--- src/rtl/ram_burst_reader_pkg.sv ---
// Shared types and default widths for the RAM burst reader slice.
// The optional checksum feature is enabled by defining BURST_CKSUM_EN.
package ram_prd_pkg;

  localparam int unsigned RAM_ADDR_W = 9;
  localparam int unsigned RAM_DATA_W = 16;

  typedef enum logic [1:0] {
    IDLE  = 2'd0,
    ISSUE = 2'd1,
    DRAIN = 2'd2,
    DONE  = 2'd3
  } rd_state_t;

endpackage

--- src/rtl/ram_burst_reader_if.sv ---
// Control, RAM read port and output stream of the burst reader.
// Defining BURST_CKSUM_EN adds the Cksum signal.
interface ram_burst_reader_if
  import ram_prd_pkg::*;
#(
  parameter int unsigned ADDR_W = RAM_ADDR_W,
  parameter int unsigned DATA_W = RAM_DATA_W
);

  logic              Start;
  logic [ADDR_W-1:0] Base_Addr;
  logic [ADDR_W:0]   Length;
  logic              Busy;
  logic              Done;
  logic [ADDR_W-1:0] RA;
  logic              RClk_En;
  logic [DATA_W-1:0] RD;
  logic [DATA_W-1:0] Out_Data;
  logic              Out_Valid;
  logic              Out_Ready;
`ifdef BURST_CKSUM_EN
  logic [DATA_W-1:0] Cksum;

  modport master (
    input  Start, Base_Addr, Length, RD, Out_Ready,
    output Busy, Done, RA, RClk_En, Out_Data, Out_Valid, Cksum
  );
  modport slave (
    output Start, Base_Addr, Length, RD, Out_Ready,
    input  Busy, Done, RA, RClk_En, Out_Data, Out_Valid, Cksum
  );
`else
  modport master (
    input  Start, Base_Addr, Length, RD, Out_Ready,
    output Busy, Done, RA, RClk_En, Out_Data, Out_Valid
  );
  modport slave (
    output Start, Base_Addr, Length, RD, Out_Ready,
    input  Busy, Done, RA, RClk_En, Out_Data, Out_Valid
  );
`endif

endinterface

--- src/rtl/ram_rd_skid_fifo.sv ---
// Return-data FIFO: output register plus DEPTH-1 entry ring buffer.
// count includes the word currently held in the output register.
module ram_rd_skid_fifo #(
  parameter int unsigned DEPTH  = 4,
  parameter int unsigned DATA_W = 16,
  parameter int unsigned CNT_W  = $clog2(DEPTH + 1)
) (
  input  logic              clk,
  input  logic              rst_n,
  input  logic              wr_en,
  input  logic [DATA_W-1:0] wr_data,
  input  logic              rd_en,
  output logic [DATA_W-1:0] dout,
  output logic              dout_valid,
  output logic [CNT_W-1:0]  count
);

  localparam int unsigned BUF = DEPTH - 1;
  localparam int unsigned PW  = (BUF > 1) ? $clog2(BUF) : 1;

  logic [DATA_W-1:0] mem [BUF];
  logic [PW-1:0]     wr_ptr, rd_ptr;
  logic [CNT_W-1:0]  bcnt;
  logic              load_out, buf_pop, buf_push, bypass;

  function automatic logic [PW-1:0] ptr_inc(input logic [PW-1:0] p);
    return (p == PW'(BUF - 1)) ? '0 : p + PW'(1);
  endfunction

  // A write into an empty buffer while the output slot is free goes straight to dout.
  always_comb begin
    load_out = !dout_valid || rd_en;
    buf_pop  = load_out && (bcnt != '0);
    bypass   = load_out && (bcnt == '0) && wr_en;
    buf_push = wr_en && !bypass;
  end

  always_ff @(posedge clk) begin
    if (buf_push) mem[wr_ptr] <= wr_data;
  end

  always_ff @(posedge clk) begin
    if (!rst_n) begin
      dout       <= '0;
      dout_valid <= 1'b0;
      bcnt       <= '0;
      wr_ptr     <= '0;
      rd_ptr     <= '0;
    end else begin
      if (buf_push) wr_ptr <= ptr_inc(wr_ptr);
      if (buf_pop)  rd_ptr <= ptr_inc(rd_ptr);
      if (load_out) begin
        if (buf_pop) begin
          dout       <= mem[rd_ptr];
          dout_valid <= 1'b1;
        end else if (bypass) begin
          dout       <= wr_data;
          dout_valid <= 1'b1;
        end else begin
          dout_valid <= 1'b0;
        end
      end
      bcnt <= bcnt + CNT_W'(buf_push) - CNT_W'(buf_pop);
    end
  end

  assign count = bcnt + CNT_W'(dout_valid);

endmodule

--- src/rtl/ram_burst_reader.sv ---
// Burst read initiator for a registered-read RAM, streaming words in order.
// Defining BURST_CKSUM_EN adds a running checksum of delivered words.
module ram_burst_reader
  import ram_prd_pkg::*;
#(
  parameter int unsigned ADDR_W     = RAM_ADDR_W,
  parameter int unsigned DATA_W     = RAM_DATA_W,
  parameter int unsigned RD_LAT     = 2,
  parameter int unsigned FIFO_DEPTH = 4
) (
  input  logic               Clk,
  input  logic               Rst_n,
  ram_burst_reader_if.master bus
);

  localparam int unsigned CNT_W = $clog2(FIFO_DEPTH + 1);
  localparam int unsigned CW    = $clog2(FIFO_DEPTH + RD_LAT + 1);
  localparam logic [ADDR_W:0] MAX_LEN = {1'b1, {ADDR_W{1'b0}}};
  localparam logic [ADDR_W:0] ONE_LEN = (ADDR_W + 1)'(1);

  if (FIFO_DEPTH < RD_LAT + 1) begin : g_depth_check
    $error("ram_burst_reader: FIFO_DEPTH must be >= RD_LAT+1");
  end

  rd_state_t         state, state_next;
  logic [ADDR_W-1:0] ra_q;
  logic [ADDR_W:0]   rem, out_rem, len_clamped;
  logic [RD_LAT-1:0] tag;
  logic [CNT_W-1:0]  fifo_count;
  logic [CW-1:0]     inflight;
  logic              start_go, credit_ok, issue_fire, hs;

  assign bus.RA      = ra_q;
  assign bus.Busy    = (state == ISSUE) || (state == DRAIN);
  assign bus.RClk_En = (state == ISSUE) || (state == DRAIN);
  assign bus.Done    = (state == DONE);

  assign len_clamped = (bus.Length > MAX_LEN) ? MAX_LEN : bus.Length;
  assign start_go    = (state == IDLE) && bus.Start;
  assign hs          = bus.Out_Valid && bus.Out_Ready;

  // Words already requested but not yet in the FIFO still reserve a slot.
  always_comb begin
    inflight = '0;
    for (int unsigned i = 0; i < RD_LAT; i++) inflight += CW'(tag[i]);
  end

  assign credit_ok  = (inflight + CW'(fifo_count)) < CW'(FIFO_DEPTH);
  assign issue_fire = (state == ISSUE) && credit_ok;

  always_ff @(posedge Clk) begin
    if (!Rst_n) state <= IDLE;
    else        state <= state_next;
  end

  always_comb begin
    state_next = state;
    unique case (state)
      IDLE:  if (bus.Start) state_next = (bus.Length == '0) ? DONE : ISSUE;
      ISSUE: if (issue_fire && rem == ONE_LEN) state_next = DRAIN;
      DRAIN: if (hs && out_rem == ONE_LEN) state_next = DONE;
      DONE:  state_next = IDLE;
      default: state_next = IDLE;
    endcase
  end

  // RA stays on the final address once the last word has been issued.
  always_ff @(posedge Clk) begin
    if (!Rst_n) begin
      ra_q    <= '0;
      rem     <= '0;
      out_rem <= '0;
      tag     <= '0;
    end else begin
      tag[0] <= issue_fire;
      for (int unsigned i = 1; i < RD_LAT; i++) tag[i] <= tag[i-1];
      if (start_go) begin
        ra_q    <= bus.Base_Addr;
        rem     <= len_clamped;
        out_rem <= len_clamped;
      end else begin
        if (issue_fire) begin
          rem <= rem - ONE_LEN;
          if (rem != ONE_LEN) ra_q <= ra_q + ADDR_W'(1);
        end
        if (hs) out_rem <= out_rem - ONE_LEN;
      end
    end
  end

  ram_rd_skid_fifo #(
    .DEPTH  (FIFO_DEPTH),
    .DATA_W (DATA_W),
    .CNT_W  (CNT_W)
  ) u_fifo (
    .clk        (Clk),
    .rst_n      (Rst_n),
    .wr_en      (tag[RD_LAT-1]),
    .wr_data    (bus.RD),
    .rd_en      (hs),
    .dout       (bus.Out_Data),
    .dout_valid (bus.Out_Valid),
    .count      (fifo_count)
  );

`ifdef BURST_CKSUM_EN
  logic [DATA_W-1:0] cksum_q;

  always_ff @(posedge Clk) begin
    if (!Rst_n)        cksum_q <= '0;
    else if (start_go) cksum_q <= '0;
    else if (hs)       cksum_q <= cksum_q + bus.Out_Data;
  end

  assign bus.Cksum = cksum_q;
`endif

endmodule

--- src/flat_wrapper.sv ---
// flat-port wrapper written by rule: the top's interface ports become plain ports
module ram_burst_reader_flat import ram_prd_pkg::*;
#(
  parameter int unsigned ADDR_W     = RAM_ADDR_W,
  parameter int unsigned DATA_W     = RAM_DATA_W,
  parameter int unsigned RD_LAT     = 2,
  parameter int unsigned FIFO_DEPTH = 4
)
  (Clk, Rst_n, bus_Start, bus_Base_Addr, bus_Length, bus_RD, bus_Out_Ready, bus_Busy, bus_Done, bus_RA, bus_RClk_En, bus_Out_Data, bus_Out_Valid);
  ram_burst_reader_if #(.ADDR_W(ADDR_W), .DATA_W(DATA_W)) bus_i ();
  input  logic Clk;
  input  logic Rst_n;
  input wire logic [$bits(bus_i.Start)-1:0] bus_Start;
  input wire logic [$bits(bus_i.Base_Addr)-1:0] bus_Base_Addr;
  input wire logic [$bits(bus_i.Length)-1:0] bus_Length;
  input wire logic [$bits(bus_i.RD)-1:0] bus_RD;
  input wire logic [$bits(bus_i.Out_Ready)-1:0] bus_Out_Ready;
  output wire logic [$bits(bus_i.Busy)-1:0] bus_Busy;
  output wire logic [$bits(bus_i.Done)-1:0] bus_Done;
  output wire logic [$bits(bus_i.RA)-1:0] bus_RA;
  output wire logic [$bits(bus_i.RClk_En)-1:0] bus_RClk_En;
  output wire logic [$bits(bus_i.Out_Data)-1:0] bus_Out_Data;
  output wire logic [$bits(bus_i.Out_Valid)-1:0] bus_Out_Valid;
  assign bus_i.Start = bus_Start;
  assign bus_i.Base_Addr = bus_Base_Addr;
  assign bus_i.Length = bus_Length;
  assign bus_i.RD = bus_RD;
  assign bus_i.Out_Ready = bus_Out_Ready;
  assign bus_Busy = bus_i.Busy;
  assign bus_Done = bus_i.Done;
  assign bus_RA = bus_i.RA;
  assign bus_RClk_En = bus_i.RClk_En;
  assign bus_Out_Data = bus_i.Out_Data;
  assign bus_Out_Valid = bus_i.Out_Valid;
  ram_burst_reader #(.ADDR_W(ADDR_W), .DATA_W(DATA_W), .RD_LAT(RD_LAT), .FIFO_DEPTH(FIFO_DEPTH)) u_core (.Clk(Clk), .Rst_n(Rst_n), .bus(bus_i));
endmodule
--- config.mk ---
export PLATFORM = sky130hd
export DESIGN_NAME = ram_burst_reader_flat
export DESIGN_NICKNAME = d
export VERILOG_FILES = /design/src/rtl/ram_burst_reader_pkg.sv /design/src/rtl/ram_burst_reader_if.sv /design/src/rtl/ram_rd_skid_fifo.sv /design/src/rtl/ram_burst_reader.sv /design/src/flat_wrapper.sv
export SDC_FILE = /design/constraint.sdc
export NUM_CORES = 1
export LEC_CHECK = 0
export BUFFER_PORTS_ARGS = -buffer_cell sky130_fd_sc_hd__buf_4
export CORE_ASPECT_RATIO = 0.9
export CORE_UTILIZATION = 62
export DETAILED_ROUTE_END_ITERATION = 8
export PLACE_DENSITY = 0.95
export SLEW_MARGIN = 10
export SYNTH_ARGS = -nofsm -noshare
export SYNTH_HDL_FRONTEND = slang
export SYNTH_HIERARCHICAL = 1
export SYNTH_SLANG_ARGS = --single-unit
--- constraint.sdc ---
create_clock -name Clk -period 4.8 [get_ports Clk]
set_clock_uncertainty 0.1 [all_clocks]
set_input_delay 0.96 -clock Clk [delete_from_list [all_inputs] [get_ports Clk]]
set_output_delay 0.96 -clock Clk [all_outputs]
set_load 0.05 [all_outputs]
==> impl_table.tex <==
\begin{tabular}{lr}
\hline
Metric & Value \\
\hline
\multicolumn{2}{l}{\textbf{Placed design}} \\
Buffers on Ports & between 60 and 70 \\
Post-place instance area & about 0.0055 mm² \\
Hpwl dp & about 7.4 mm \\
Routability-driven placement congestion ratio & 0.885 \\
\multicolumn{2}{l}{\textbf{Job}} \\
Number of max-cap violations & 0 \\
\multicolumn{2}{l}{\textbf{Global routing}} \\
Overall overflow remaining after global route & 0 \\
First-pass GRT wire length & around 18 mm \\
Antenna violations before repair & 0 \\
Global Route Usage Sum & 0.279 \\
Vias in the first global route & $\sim$3700 \\
Pin count of the biggest net entering global routing & 45 \\
\multicolumn{2}{l}{\textbf{Power}} \\
Part of the power in the clock network & 0.148 \\
Net Sw Frac & 0.448 \\
Relative contribution of sequential cells to total power & 0.388 \\
Combinational share of power & 0.464 \\
Cell area power density & 619 mW/mm² \\
LEAKAGE & approximately 2.1 nW \\
Internal power & between 0.0015 and 0.002 W \\
Net Sw Power & roughly 0.0016 W \\
Worst IR drop on VDD & a little over 0.0005 V \\
\multicolumn{2}{l}{\textbf{Worst setup path}} \\
CP top delay family & adder cells \\
Cell seen most often among critical-path stages & sky130\_fd\_sc\_hd\_\_inv\_1 \\
Biggest cell delay along the critical path & $\sim$0.57 ns \\
Sort of element at the start of the critical path & input pin \\
Critical path fanouts, max & 12 \\
Data arrival at the endpoint of the critical path & between 3 and 4 ns \\
Endpoint required time on the critical path & a little under 5 ns \\
Count of buffering cells on the critical path with inverters included & 4 \\
Element type at the critical path end & flip-flop \\
Chain of cells forming the critical path & buf\_4 > nand2\_1 > inv\_1 > nor2b\_1 > o21ai\_4 > ha\_1 > inv\_1 > ha\_1 > inv\_1 > fa\_1 > xnor2\_1 > xnor2\_1 > and2\_1 \\
Class of the most critical setup path & in -> reg \\
Crit-path slowest cell & sky130\_fd\_sc\_hd\_\_nor2b\_1 \\
\multicolumn{2}{l}{\textbf{Timing}} \\
Transition time at the pin with the least slew margin & 1.12 ns \\
Final period demand of the worst path & $\sim$3.3 ns \\
Max-slew violation count & 0 \\
Accumulated negative setup slack & 0 ns \\
Crit share post-route & 0.683 \\
Number of setup violations in the final report & 0 \\
Count of final hold-check violations & 0 \\
Slew Limit Headroom & 0.247 \\
Setup repair after global routing missed its margin & false \\
Achievable Freq & 0.305 GHz \\
\multicolumn{2}{l}{\textbf{Routing}} \\
Overall routed net length & 10.9 mm \\
Post-detailed-route DRC marker count & 0 \\
Overall via count from detail\_route & slightly below 4000 \\
First-pass iteration count of the detailed router & 5 \\
Drt via density & $\sim$6.3 \\
Starting DRC count in detailed routing & 297 \\
Routed wire length per instance & between 15 and 20 µm \\
Number of routed nets with antenna violations & 0 \\
\multicolumn{2}{l}{\textbf{Hold path}} \\
Path type of the worst min-delay path & reg -> reg \\
\multicolumn{2}{l}{\textbf{Clock network}} \\
Resized Gates After CTS & 0 \\
Clock sinks & 107 \\
Clk Tree Root Cell & sky130\_fd\_sc\_hd\_\_clkbuf\_8 \\
H-tree depth & 3 \\
Clock tree from TritonCTS & done \\
Hold buffers post-CTS & 0 \\
Later-pin clock latency in the skew report & approximately 0.38 ns \\
Number of buffers added for setup after CTS & 0 \\
Cts bufs inserted & 9 \\
Buffers from clock root to sink, at most & 2 \\
CTS clock-pin slew for the worst setup and hold paths & about 0.11 ns \\
\multicolumn{2}{l}{\textbf{Logic synthesis}} \\
Post-synthesis instance area & 0.00499 mm² \\
Fraction of post-synthesis cell area in the top cell type by area & 0.289 \\
Mean instance size in the synthesized netlist & 10.9 µm² \\
Total of flip-flops plus latches after synthesis & between 100 and 150 \\
Synth async-reset ratio & 0 \\
Syn Nets & just over 500 \\
Number of enable flip-flop cells after synthesis & 48 \\
Number of warnings printed during yosys synthesis & 6 \\
Share of the yosys chip area belonging to registers & 0.525 \\
Most used DFF post-synth & sky130\_fd\_sc\_hd\_\_dfxtp\_1 \\
Gate Count Post-Synth & $\sim$460 \\
Synth area leader & sky130\_fd\_sc\_hd\_\_edfxtp\_1 \\
Most area-consuming cells after synthesis & sky130\_fd\_sc\_hd\_\_edfxtp\_1 (29\%), sky130\_fd\_sc\_hd\_\_dfxtp\_1 (24\%), sky130\_fd\_sc\_hd\_\_mux2i\_1 (4.0\%), sky130\_fd\_sc\_hd\_\_ha\_1 (3.8\%), sky130\_fd\_sc\_hd\_\_a32o\_1 (3.4\%) \\
Synth cell types & 58 \\
\multicolumn{2}{l}{\textbf{Layout}} \\
Number of nets in the finished design & 569 \\
Number of antenna repair diodes & 0 \\
Area overhead of the layout relative to synthesis & 14.2\% \\
Post-route cell area & around 0.0057 mm² \\
Most frequent standard cell in the layout excluding fill and tap cells & sky130\_fd\_sc\_hd\_\_buf\_4 \\
Layout cell share with drive strength beyond 1 & 0.200 \\
Utilization after layout & 0.744 \\
Commonest cells after routing, fill and taps aside & sky130\_fd\_sc\_hd\_\_buf\_4 (72), sky130\_fd\_sc\_hd\_\_dfxtp\_1 (59), sky130\_fd\_sc\_hd\_\_edfxtp\_1 (48), sky130\_fd\_sc\_hd\_\_nand2\_1 (34), sky130\_fd\_sc\_hd\_\_a21oi\_1 (29) \\
\multicolumn{2}{l}{\textbf{Floorplan}} \\
Initial Utilization & 0.652 \\
Number of placed I/O pins & a little under 70 \\
Site Rows & 30 \\
Area of the die & $\sim$0.0084 mm² \\
Width of the chip & 96.6 µm \\
Floorplan die height & roughly 87 µm \\
Core outline area & between 0.007 and 0.008 mm² \\
\multicolumn{2}{l}{\textbf{Run status}} \\
Status & finished, final reports clean \\
\hline
\end{tabular}
final timing paths:
check,from,to,slack (ns),cells after the start
worst max-delay path,bus_Out_Ready,u_core/u_fifo/bcnt[2]$_SDFF_PN0_,1.52,13
worst min-delay path,u_core/u_fifo/dout[9]$_SDFFE_PN0P_,u_core/u_fifo/dout[9]$_SDFFE_PN0P_,0.38,1
worst max register to register,u_core/u_fifo/bcnt[1]$_SDFF_PN0_,u_core/u_fifo/bcnt[2]$_SDFF_PN0_,1.67,10
worst min register to register,u_core/u_fifo/dout[9]$_SDFFE_PN0P_,u_core/u_fifo/dout[9]$_SDFFE_PN0P_,0.38,1
power by group through the flow:
stage	registers, W	logic, W	clock network [W]
5_1_grt	0.00140	0.00176	0.000563
3_5_place_dp	0.00138	0.00161	0
6_report	0.00137	0.00164	0.000521
3_3_place_gp	0.00137	0.00155	0
2_1_floorplan	0.00162	0.000982	0
4_1_cts	0.00137	0.00162	0.000527
worst reg2reg max path, cell delays in order (launching register included):
cell and delay (ns):
sky130_fd_sc_hd__dfxtp_1 0.41, sky130_fd_sc_hd__or3_1 0.76, sky130_fd_sc_hd__o21ai_4 0.42, sky130_fd_sc_hd__ha_1 0.29, sky130_fd_sc_hd__inv_1 0.06, sky130_fd_sc_hd__ha_1 0.13, sky130_fd_sc_hd__inv_1 0.05, sky130_fd_sc_hd__fa_1 0.37
sky130_fd_sc_hd__xnor2_1 0.15, sky130_fd_sc_hd__xnor2_1 0.12, sky130_fd_sc_hd__and2_1 0.16
final cells by class:
class,instances,area (µm²)
Inverter,13,48.8
Sequential cell,107,2620
Timing Repair Buffer,72,541
Clock buffer,10,128
Multi-Input combinational cell,311,2190
Fill cell,502,1960
Clock inverter,6,53.8
Tap cell,96,120
sequential cells by signal (all words and copies together), names as in the netlist, named ones only:
signal / flops
u_core/u_fifo/bcnt: 3
u_core/u_fifo/dout_valid: 1
u_core/bus.RA: 9
u_core/u_fifo/dout: 16
u_core/out_rem: 10
u_core/u_fifo/mem: 48
u_core/tag: 2
u_core/rem: 10
u_core/state: 2
u_core/u_fifo/wr_ptr: 2
u_core/u_fifo/rd_ptr: 2
cell usage after synthesis, types with 2 or more instances:
cell type and instances:
sky130_fd_sc_hd__o2111ai_1 15, sky130_fd_sc_hd__dfxtp_1 59, sky130_fd_sc_hd__buf_2 5, sky130_fd_sc_hd__nor3_1 15, sky130_fd_sc_hd__nand3b_1 3, sky130_fd_sc_hd__buf_4 4, sky130_fd_sc_hd__buf_1 2, sky130_fd_sc_hd__buf_6 4
sky130_fd_sc_hd__nand2_1 35, sky130_fd_sc_hd__xnor2_1 17, sky130_fd_sc_hd__a32o_1 17, sky130_fd_sc_hd__o21ai_0 22, sky130_fd_sc_hd__nand3_1 10, sky130_fd_sc_hd__ha_1 15, sky130_fd_sc_hd__o211ai_1 2, sky130_fd_sc_hd__mux2i_1 20
sky130_fd_sc_hd__o31ai_1 2, sky130_fd_sc_hd__inv_1 13, sky130_fd_sc_hd__nor4_1 7, sky130_fd_sc_hd__and3_1 5, sky130_fd_sc_hd__or3_1 2, sky130_fd_sc_hd__nand2b_1 17, sky130_fd_sc_hd__nor3b_1 6, sky130_fd_sc_hd__o22ai_1 2
sky130_fd_sc_hd__a21boi_1 3, sky130_fd_sc_hd__a211oi_1 3, sky130_fd_sc_hd__nor2_1 19, sky130_fd_sc_hd__a31oi_1 4, sky130_fd_sc_hd__clkbuf_1 12, sky130_fd_sc_hd__and2_1 4, sky130_fd_sc_hd__edfxtp_1 48, sky130_fd_sc_hd__nor2b_1 9
sky130_fd_sc_hd__or4_1 2, sky130_fd_sc_hd__a21oi_1 29, sky130_fd_sc_hd__or2b_1 3
logic make-up after synthesis:
group / share of synthesized area
AND/OR/NAND/NOR: 0.164
AO/OA/AOI/OAI: 0.157
flip-flops: 0.525
buffers and inverters: 0.0404
multiplexers: 0.0401
XOR/XNOR: 0.0316
adder cells (fa/ha/maj): 0.0416
routing by layer:
metal	vias up	routed length [µm]	part of all wire	track usage
li1	1817	-	-	-
met3	31	683	0.062	0.0724
met2	147	5600	0.51	0.478
met5	-	0	0	0
met4	0	213	0.019	0.0762
met1	1884	4450	0.41	0.350
through the flow:
stage	hold slack (ns)	setup WS, ns	instances	total power, W
finish	0.381	1.52	615	0.00353
global route	0.396	1.34	615	0.00372
CTS	0.386	1.52	615	0.00351
detailed placement	0.360	1.20	599	0.00299
global placement	0.351	1.34	599	0.00292
floorplan	0.337	1.37	458	0.00261
No activity file was read; power rests on OpenSTA's default activity.
